### src/rtl/cpu_ctrl_pkg.sv
// Shared definitions for the hardwired control sequencer: opcode values,
// T-step state encoding, opcode class record and the control-word bundle.
package cpu_ctrl_pkg;

    localparam int IR_W  = 32;
    localparam int OPC_W = 5;

    // Load/store and immediate-load
    localparam logic [OPC_W-1:0] OP_LD   = 5'b00000;
    localparam logic [OPC_W-1:0] OP_LDI  = 5'b00001;
    localparam logic [OPC_W-1:0] OP_ST   = 5'b00010;
    // Register-register ALU range: add .. shra
    localparam logic [OPC_W-1:0] OP_ADD  = 5'b00011;
    localparam logic [OPC_W-1:0] OP_SHRA = 5'b01011;
    // Register-immediate ALU range: addi .. ori
    localparam logic [OPC_W-1:0] OP_ADDI = 5'b01100;
    localparam logic [OPC_W-1:0] OP_ORI  = 5'b01110;
    // Two-register multiply/divide writing HI/LO
    localparam logic [OPC_W-1:0] OP_DIV  = 5'b01111;
    localparam logic [OPC_W-1:0] OP_MUL  = 5'b10000;
    // Single-operand ALU ops
    localparam logic [OPC_W-1:0] OP_NEG  = 5'b10001;
    localparam logic [OPC_W-1:0] OP_NOT  = 5'b10010;
    // Special-register moves and control
    localparam logic [OPC_W-1:0] OP_MFHI = 5'b11000;
    localparam logic [OPC_W-1:0] OP_MFLO = 5'b11001;
    localparam logic [OPC_W-1:0] OP_NOP  = 5'b11010;
    localparam logic [OPC_W-1:0] OP_HALT = 5'b11011;

    // ALU operation used for effective-address calculation
    localparam logic [OPC_W-1:0] ALU_ADD = OP_ADD;

    // One state per T-step plus the terminal HALT state
    typedef enum logic [3:0] {
        S_T0   = 4'd0,
        S_T1   = 4'd1,
        S_T2   = 4'd2,
        S_T3   = 4'd3,
        S_T4   = 4'd4,
        S_T5   = 4'd5,
        S_T6   = 4'd6,
        S_T7   = 4'd7,
        S_HALT = 4'd8
    } state_e;

    // One-hot instruction class; exactly one field is set for any opcode
    typedef struct packed {
        logic rrr;
        logic imm;
        logic unary;
        logic muldiv;
        logic ld;
        logic ldi;
        logic st;
        logic mfhi;
        logic mflo;
        logic nop;
        logic halt;
    } op_class_t;

    // Full control word driven toward the datapath in one T-step
    typedef struct packed {
        logic             run;
        logic [OPC_W-1:0] alu_op;
        logic             pc_out;
        logic             zlow_out;
        logic             zhigh_out;
        logic             mdr_out;
        logic             hi_out;
        logic             lo_out;
        logic             ba_out;
        logic             c_out;
        logic             r_out;
        logic             pc_in;
        logic             mar_in;
        logic             mdr_in;
        logic             ir_in;
        logic             y_in;
        logic             zlow_in;
        logic             hi_in;
        logic             lo_in;
        logic             r_in;
        logic             gra;
        logic             grb;
        logic             grc;
        logic             inc_pc;
        logic             read;
        logic             write;
    } ctrl_t;

endpackage

### src/rtl/control_sequencer_decoder.sv
// opcode_class_decoder: maps the 5-bit opcode onto a one-hot instruction
// class. Every opcode without a defined meaning falls into the HALT class.
module opcode_class_decoder
    import cpu_ctrl_pkg::*;
(
    input  logic [OPC_W-1:0] opcode_i,
    output op_class_t        class_o
);

    // Pure table lookup; default class covers halt and all unused codes
    always_comb begin
        class_o = '0;
        case (opcode_i) inside
            OP_LD:             class_o.ld     = 1'b1;
            OP_LDI:            class_o.ldi    = 1'b1;
            OP_ST:             class_o.st     = 1'b1;
            [OP_ADD:OP_SHRA]:  class_o.rrr    = 1'b1;
            [OP_ADDI:OP_ORI]:  class_o.imm    = 1'b1;
            OP_DIV, OP_MUL:    class_o.muldiv = 1'b1;
            OP_NEG, OP_NOT:    class_o.unary  = 1'b1;
            OP_MFHI:           class_o.mfhi   = 1'b1;
            OP_MFLO:           class_o.mflo   = 1'b1;
            OP_NOP:            class_o.nop    = 1'b1;
            default:           class_o.halt   = 1'b1;
        endcase
    end

endmodule

### src/rtl/control_sequencer.sv
// control_sequencer: hardwired Moore control unit for the 32-bit bus datapath.
// Steps fetch (T0-T2) and a per-class execute sequence, one T-step per clock.
// Optional build macro MEM_WAIT_EN: memory steps (T1, ld T6, st T7) hold
// until MemReady is seen high; without it every step is a single cycle.
// Handshake: MemReady is a level "memory done" qualifier; a memory step
// advances on the first rising Clock edge where MemReady=1, and Reset always
// wins over a pending hold.
module control_sequencer
    import cpu_ctrl_pkg::*;
(
    input  logic             Clock,
    input  logic             Reset,
    input  logic [IR_W-1:0]  IR,
    input  logic             MemReady,
    output logic             PCout,
    output logic             ZLowout,
    output logic             ZHighout,
    output logic             MDRout,
    output logic             HIout,
    output logic             LOout,
    output logic             BAout,
    output logic             Cout,
    output logic             Rout,
    output logic             PCin,
    output logic             MARin,
    output logic             MDRin,
    output logic             IRin,
    output logic             Yin,
    output logic             ZLowIn,
    output logic             HIin,
    output logic             LOin,
    output logic             Rin,
    output logic             Gra,
    output logic             Grb,
    output logic             Grc,
    output logic             IncPC,
    output logic             Read,
    output logic             Write,
    output logic [OPC_W-1:0] ALU_op,
    output logic             Run,
    output state_e           dbg_state_o
);

    state_e           state_q;
    state_e           state_d;
    logic [OPC_W-1:0] opcode;
    op_class_t        cls;
    logic             mem_wait;
    ctrl_t            ctrl;

    assign opcode = IR[IR_W-1 -: OPC_W];

    // Operand fields are consumed by the datapath, not by the sequencer
    logic unused_ir;
    assign unused_ir = ^IR[IR_W-OPC_W-1:0];

`ifdef MEM_WAIT_EN
    assign mem_wait = ~MemReady;
`else
    assign mem_wait = 1'b0;
    logic unused_mem_ready;
    assign unused_mem_ready = MemReady;
`endif

    opcode_class_decoder u_decoder (
        .opcode_i (opcode),
        .class_o  (cls)
    );

    // State register; Reset restarts fetch from T0 and aborts any instruction
    always_ff @(posedge Clock) begin
        if (Reset) begin
            state_q <= S_T0;
        end else begin
            state_q <= state_d;
        end
    end

    // Next T-step selection by current step and instruction class
    always_comb begin
        state_d = state_q;
        case (state_q)
            S_T0: state_d = S_T1;
            S_T1: state_d = mem_wait ? S_T1 : S_T2;
            S_T2: state_d = cls.nop ? S_T0 : S_T3;
            S_T3: begin
                if (cls.halt) begin
                    state_d = S_HALT;
                end else if (cls.mfhi || cls.mflo) begin
                    state_d = S_T0;
                end else begin
                    state_d = S_T4;
                end
            end
            S_T4: state_d = cls.unary ? S_T0 : S_T5;
            S_T5: state_d = (cls.muldiv || cls.ld || cls.st) ? S_T6 : S_T0;
            S_T6: begin
                if (cls.muldiv) begin
                    state_d = S_T0;
                end else if (cls.ld && mem_wait) begin
                    state_d = S_T6;
                end else begin
                    state_d = S_T7;
                end
            end
            S_T7: state_d = (cls.st && mem_wait) ? S_T7 : S_T0;
            S_HALT: state_d = S_HALT;
            default: state_d = S_HALT;
        endcase
    end

    // Control word decode; everything is forced low while Reset is high
    always_comb begin
        ctrl = '0;
        if (!Reset) begin
            ctrl.run = (state_q != S_HALT);
            case (state_q)
                S_T0: begin
                    ctrl.pc_out  = 1'b1;
                    ctrl.mar_in  = 1'b1;
                    ctrl.inc_pc  = 1'b1;
                    ctrl.zlow_in = 1'b1;
                end
                S_T1: begin
                    ctrl.zlow_out = 1'b1;
                    ctrl.pc_in    = 1'b1;
                    ctrl.read     = 1'b1;
                    ctrl.mdr_in   = 1'b1;
                end
                S_T2: begin
                    ctrl.mdr_out = 1'b1;
                    ctrl.ir_in   = 1'b1;
                end
                S_T3: begin
                    if (cls.rrr || cls.imm) begin
                        ctrl.grb   = 1'b1;
                        ctrl.r_out = 1'b1;
                        ctrl.y_in  = 1'b1;
                    end else if (cls.unary) begin
                        ctrl.grb     = 1'b1;
                        ctrl.r_out   = 1'b1;
                        ctrl.zlow_in = 1'b1;
                        ctrl.alu_op  = opcode;
                    end else if (cls.muldiv) begin
                        ctrl.gra   = 1'b1;
                        ctrl.r_out = 1'b1;
                        ctrl.y_in  = 1'b1;
                    end else if (cls.ld || cls.ldi || cls.st) begin
                        // BAout makes an R0 base read as zero on the bus
                        ctrl.grb    = 1'b1;
                        ctrl.ba_out = 1'b1;
                        ctrl.y_in   = 1'b1;
                    end else if (cls.mfhi) begin
                        ctrl.hi_out = 1'b1;
                        ctrl.gra    = 1'b1;
                        ctrl.r_in   = 1'b1;
                    end else if (cls.mflo) begin
                        ctrl.lo_out = 1'b1;
                        ctrl.gra    = 1'b1;
                        ctrl.r_in   = 1'b1;
                    end
                end
                S_T4: begin
                    if (cls.rrr) begin
                        ctrl.grc     = 1'b1;
                        ctrl.r_out   = 1'b1;
                        ctrl.zlow_in = 1'b1;
                        ctrl.alu_op  = opcode;
                    end else if (cls.imm) begin
                        ctrl.c_out   = 1'b1;
                        ctrl.zlow_in = 1'b1;
                        ctrl.alu_op  = opcode;
                    end else if (cls.unary) begin
                        ctrl.zlow_out = 1'b1;
                        ctrl.gra      = 1'b1;
                        ctrl.r_in     = 1'b1;
                    end else if (cls.muldiv) begin
                        ctrl.grb     = 1'b1;
                        ctrl.r_out   = 1'b1;
                        ctrl.zlow_in = 1'b1;
                    end else if (cls.ld || cls.ldi || cls.st) begin
                        ctrl.c_out   = 1'b1;
                        ctrl.zlow_in = 1'b1;
                        ctrl.alu_op  = ALU_ADD;
                    end
                end
                S_T5: begin
                    if (cls.rrr || cls.imm || cls.ldi) begin
                        ctrl.zlow_out = 1'b1;
                        ctrl.gra      = 1'b1;
                        ctrl.r_in     = 1'b1;
                    end else if (cls.muldiv) begin
                        ctrl.zlow_out = 1'b1;
                        ctrl.lo_in    = 1'b1;
                    end else if (cls.ld || cls.st) begin
                        ctrl.zlow_out = 1'b1;
                        ctrl.mar_in   = 1'b1;
                    end
                end
                S_T6: begin
                    if (cls.muldiv) begin
                        ctrl.zhigh_out = 1'b1;
                        ctrl.hi_in     = 1'b1;
                    end else if (cls.ld) begin
                        ctrl.read   = 1'b1;
                        ctrl.mdr_in = 1'b1;
                    end else if (cls.st) begin
                        ctrl.gra    = 1'b1;
                        ctrl.r_out  = 1'b1;
                        ctrl.mdr_in = 1'b1;
                    end
                end
                S_T7: begin
                    if (cls.ld) begin
                        ctrl.mdr_out = 1'b1;
                        ctrl.gra     = 1'b1;
                        ctrl.r_in    = 1'b1;
                    end else if (cls.st) begin
                        ctrl.write = 1'b1;
                    end
                end
                default: ctrl.run = 1'b0;
            endcase
        end
    end

    assign Run         = ctrl.run;
    assign ALU_op      = ctrl.alu_op;
    assign PCout       = ctrl.pc_out;
    assign ZLowout     = ctrl.zlow_out;
    assign ZHighout    = ctrl.zhigh_out;
    assign MDRout      = ctrl.mdr_out;
    assign HIout       = ctrl.hi_out;
    assign LOout       = ctrl.lo_out;
    assign BAout       = ctrl.ba_out;
    assign Cout        = ctrl.c_out;
    assign Rout        = ctrl.r_out;
    assign PCin        = ctrl.pc_in;
    assign MARin       = ctrl.mar_in;
    assign MDRin       = ctrl.mdr_in;
    assign IRin        = ctrl.ir_in;
    assign Yin         = ctrl.y_in;
    assign ZLowIn      = ctrl.zlow_in;
    assign HIin        = ctrl.hi_in;
    assign LOin        = ctrl.lo_in;
    assign Rin         = ctrl.r_in;
    assign Gra         = ctrl.gra;
    assign Grb         = ctrl.grb;
    assign Grc         = ctrl.grc;
    assign IncPC       = ctrl.inc_pc;
    assign Read        = ctrl.read;
    assign Write       = ctrl.write;
    assign dbg_state_o = state_q;

endmodule
### config.mk
export PLATFORM = sky130hd
export DESIGN_NAME = control_sequencer
export DESIGN_NICKNAME = d
export VERILOG_FILES = /design/src/rtl/cpu_ctrl_pkg.sv /design/src/rtl/control_sequencer_decoder.sv /design/src/rtl/control_sequencer.sv
export SDC_FILE = /design/constraint.sdc
export NUM_CORES = 1
export LEC_CHECK = 0
export CAP_MARGIN = 20
export CORE_MARGIN = 8
export CORE_UTILIZATION = 57
export CTS_CLUSTER_DIAMETER = 40
export DETAILED_ROUTE_END_ITERATION = 10
export DONT_BUFFER_PORTS = 1
export GPL_ROUTABILITY_DRIVEN = 0
export PLACE_DENSITY = 0.78
export SLEW_MARGIN = 25
export SYNTH_ARGS = -nofsm -noshare
export SYNTH_HDL_FRONTEND = slang
export SYNTH_HIERARCHICAL = 1
export SYNTH_SLANG_ARGS = --single-unit
### constraint.sdc
create_clock -name Clock -period 6.04 [get_ports Clock]
set_input_delay 1.812 -clock Clock [delete_from_list [all_inputs] [get_ports Clock]]
set_output_delay 1.812 -clock Clock [all_outputs]
set_load 0.01 [all_outputs]
==> run_results.csv, run 1 <==
group,metric,value,unit
clock_network,cts.clk_slew.worst_paths,0.04,ns
hold_path,hold_end,"dbg_state_o[3]$_SDFF_PP0_",
placed_design,placed_cell_area,938.4,µm²
yosys,synth_cell_types,44,
yosys,ys.flop_type,"dfxtp_1",
die,initial_utilization,61.99,%
yosys,yosys.area_share.adder,0,%
power_and_ir_drop,leakage,0.0003200,µW
critical_path,slowest_delay,0.54,ns
timing,max_freq,0.1829,GHz
routing,vias_per_cell,7.006,
clock_network,cts_made_buffers,3,
final_layout,utilization,63.05,%
yosys,syn-cell-area,944.7,µm²
final_layout,drive_above_1_share,10.42,%
clock_network,ctsHtreeMaxLevel,1,
routing,ant_nets,0,
critical_path,worstSetupStartpointType,"primary input",
final_layout,stdcell_area,960.9,µm²
routing,post_drt_wl_per_cell,17.87,µm
timing,drv_slew,0,
yosys,synth_top_family_by_area,"simple AND/OR/NAND/NOR gates",
placed_design,portBuffers,0,
yosys,synthXorXnorAreaFrac,0,%
routing,drt_wl_total,2859,µm
yosys,synthCells,147,
critical_path,crit_type,"in -> out",
critical_path,path_max_fanout,9,
clock_network,clockBufferDepth,2,
final_layout,largest_reg_flops,4,
timing,hold_viol_final,0,
yosys,synthSimpleGateAreaFrac,53.64,%
routing,drc,0,
hold_path,holdCritPathClass,"reg -> reg",
critical_path,r2r_setup_slack,4.19,ns
timing,setup_violations,0,
critical_path,r2r_cells,3,
timing,clock_skew,0.002529,ns
timing,tightest_slew,1.030,ns
final_layout,seq_area,80.08,µm²
clock_network,cts_hold_buffers,0,
final_layout,fin_nets,181,
die,die_h,56.71,µm
yosys,synth_top_area_share,8.742,%
critical_path,cp_data_required_time,4.23,ns
flow_run,cap_violations,0,
clock_network,worstSkewPairLatency,0.24,ns
yosys,ys_warn_count,6,
timing,tns,0,ns
clock_network,tritoncts,"yes",
critical_path,crit_chain,"a211oi_1 -> a211oi_1 -> nor3_1 -> nand2_1 -> or3_1 -> a2111oi_2",
global_routing,grt_max_degree,20,
global_routing,grt-ovfl-total,0,
hold_path,hold_start,"dbg_state_o[3]$_SDFF_PP0_",
critical_path,cp-end-kind,"output pin",
die,die_x,56.71,µm
global_routing,grt_pass1_wl,4733,µm
critical_path,cp_common_cell,"a211oi_1",
die,rows,14,
timing,fin_crit,5.467,ns
critical_path,cp_data_arrival_time,3.66,ns
critical_path,timing.rr.start,"dbg_state_o[2]$_SDFF_PP0_",
routing,vias,1121,
clock_network,clock_sinks,4,
timing,fin_crit_sh,90.52,%
power_and_ir_drop,power.density,125.2,mW/mm²
timing,rsz0062_at_grt,"no",
yosys,synth-edff-count,0,
hold_path,holdPathStages,1,
yosys,synth_top_cell_by_area,"nor2_1",
die,num_io_pins,69,
clock_network,cts-resized-gates,0,
timing,relSlewSlack,30.94,%
yosys,synth-seq-cells,4,
die,core_region_area,0.001524,mm²
routing,first_iter_violations,50,
yosys,seq_area_frac_synth,8.477,%
yosys,ys_async_sr_fraction,0,%
clock_network,cts_setup_buffers,0,
critical_path,r2r_end,"dbg_state_o[2]$_SDFF_PP0_",
run_status,status,"complete, no violations",
critical_path,crit_start,"IR[27]",
final_layout,fill_cells,157,
power_and_ir_drop,vdd.ir_drop.worst,0.1372,mV
routing,first_pass_iters,4,
global_routing,first_global_vias,1035,
yosys,synthMuxAreaShare,2.119,%
die,dieArea,0.003216,mm²
yosys,syn_avg_cell_area,6.426,µm²
global_routing,grt_antenna_before_repair,0,
critical_path,slowest_stage,"a2111oi_2",
clock_network,root_buffer,"clkbuf_4",
final_layout,syn2layout_area_growth,1.722,%
final_layout,insertedDiodeCount,0,
final_layout,multi_input_area,770.7,µm²
global_routing,grtUsageTotal,17.13,%
placed_design,place_hpwl,2182,µm
yosys,synth.area.top_cells,"nor2_1 (8.7%), dfxtp_1 (8.5%), nor3_1 (5.8%)",
yosys,syn-num-nets,182,
yosys,synth_compound_area_share,25.83,%
timing,worst_hold_slack,0.7342,ns
-- area by class of cell --
| type | instances | share of cell area (%) |
|---|---|---|
| sequential | 4 | 8.333 |
| multi-input combinational | 125 | 80.21 |
| timing repair buffer | 6 | 4.687 |
| tap | 16 | 2.083 |
| clock buffer | 3 | 2.344 |
| inverter | 6 | 2.344 |
-- metal layers --
| metal | global-route usage [%] | share of wire, % | vias to the layer above |
|---|---|---|---|
| li1 | - | - | 534 |
| met1 | 20.40 | 41 | 520 |
| met2 | 26.18 | 47 | 63 |
| met3 | 6.517 | 11 | 4 |
| met4 | 7.904 | 1.2 | 0 |
| met5 | 0 | 0 | - |
-- logic make-up after synthesis --
group                  after synthesis
buffers and inverters               18
flip-flops                           4
multiplexers                         2
AND/OR/NAND/NOR                     87
AO/OA/AOI/OAI                       36
-- placed cells by master, fill, tap and decap left out, types with 2 or more instances in the layout --
master | Yosys | layout
o21a_1 | 4 | 4
nor2_1 | 22 | 22
nand2_1 | 9 | 9
or3_1 | 6 | 6
buf_4 | 2 | 6
o22ai_1 | 2 | 2
o32ai_1 | 2 | 2
and2_1 | 5 | 5
a211oi_1 | 2 | 2
a31oi_1 | 4 | 4
o21ai_0 | 8 | 8
clkbuf_4 | 0 | 3
nor4_1 | 5 | 5
nand2b_1 | 6 | 6
nor2b_1 | 5 | 5
inv_1 | 6 | 6
a21oi_1 | 8 | 8
nor3b_1 | 3 | 3
mux2i_1 | 2 | 2
nor3_1 | 11 | 11
dfxtp_1 | 4 | 4
-- stage by stage --
stage,setup WS (ns),power (µW),std cells
after detailed placement,0.6125,85.57,157
final,0.5726,120.3,160
after floorplan,0.5494,78.43,147
after global routing,0.4417,129.0,160
after CTS,0.6043,121.1,160
after global placement,0.6406,84.14,157
-- how the worst max path moves through the flow --
stage          slack, ns  end
2_1_floorplan       0.55  Rin
3_3_place_gp        0.64  Rin
3_5_place_dp        0.61  Rin
4_1_cts             0.60  Rin
5_1_grt             0.44  Rin
6_report            0.57  Rin
-- report_power, final --
group          switching (µW)  internal (µW)  total [µW]
Clock                    11.9           22.3        34.2
Combinational            29.0           19.4        48.4
Sequential               9.09           28.5        37.6
-- critical path, delay by kind of cell --
kind / cells / cell delay (ns)
AOI/OAI and AO/OA: 3 / 0.93
and+or+nand+nor: 3 / 0.91
-- synthesized netlist by cell type, types with 3 or more instances --
cell type and number:
a21oi_1 8, o21a_1 4, nand2b_1 6, inv_1 6
buf_2 3, or3_1 6, dfxtp_1 4, nor2b_1 5
nor2_1 22, and2_1 5, nand2_1 9, nor4_1 5
nor3_1 11, a31oi_1 4, nor3b_1 3, clkbuf_1 5
o21ai_0 8
(Power assumes the default switching activity.)
==> run 2: changes to the inputs <==
--- a/config.mk
+++ b/config.mk
@@ -8,6 +8,7 @@
 export CAP_MARGIN = 20
 export CORE_MARGIN = 8
 export CORE_UTILIZATION = 57
+export CTS_BUF_LIST = sky130_fd_sc_hd__clkbuf_4
 export CTS_CLUSTER_DIAMETER = 40
 export DETAILED_ROUTE_END_ITERATION = 10
 export DONT_BUFFER_PORTS = 1
==> results of run 2 <==
The final DEF is identical to that of run 1; final timing and power are the same.
==> run 3: changes to the inputs <==
--- a/config.mk
+++ b/config.mk
@@ -14,7 +14,7 @@
 export DONT_BUFFER_PORTS = 1
 export GPL_ROUTABILITY_DRIVEN = 0
 export PLACE_DENSITY = 0.78
-export SLEW_MARGIN = 25
+export SLEW_MARGIN = 20
 export SYNTH_ARGS = -nofsm -noshare
 export SYNTH_HDL_FRONTEND = slang
 export SYNTH_HIERARCHICAL = 1
==> results of run 3 <==
The final DEF is identical to that of run 1; final timing and power are the same.
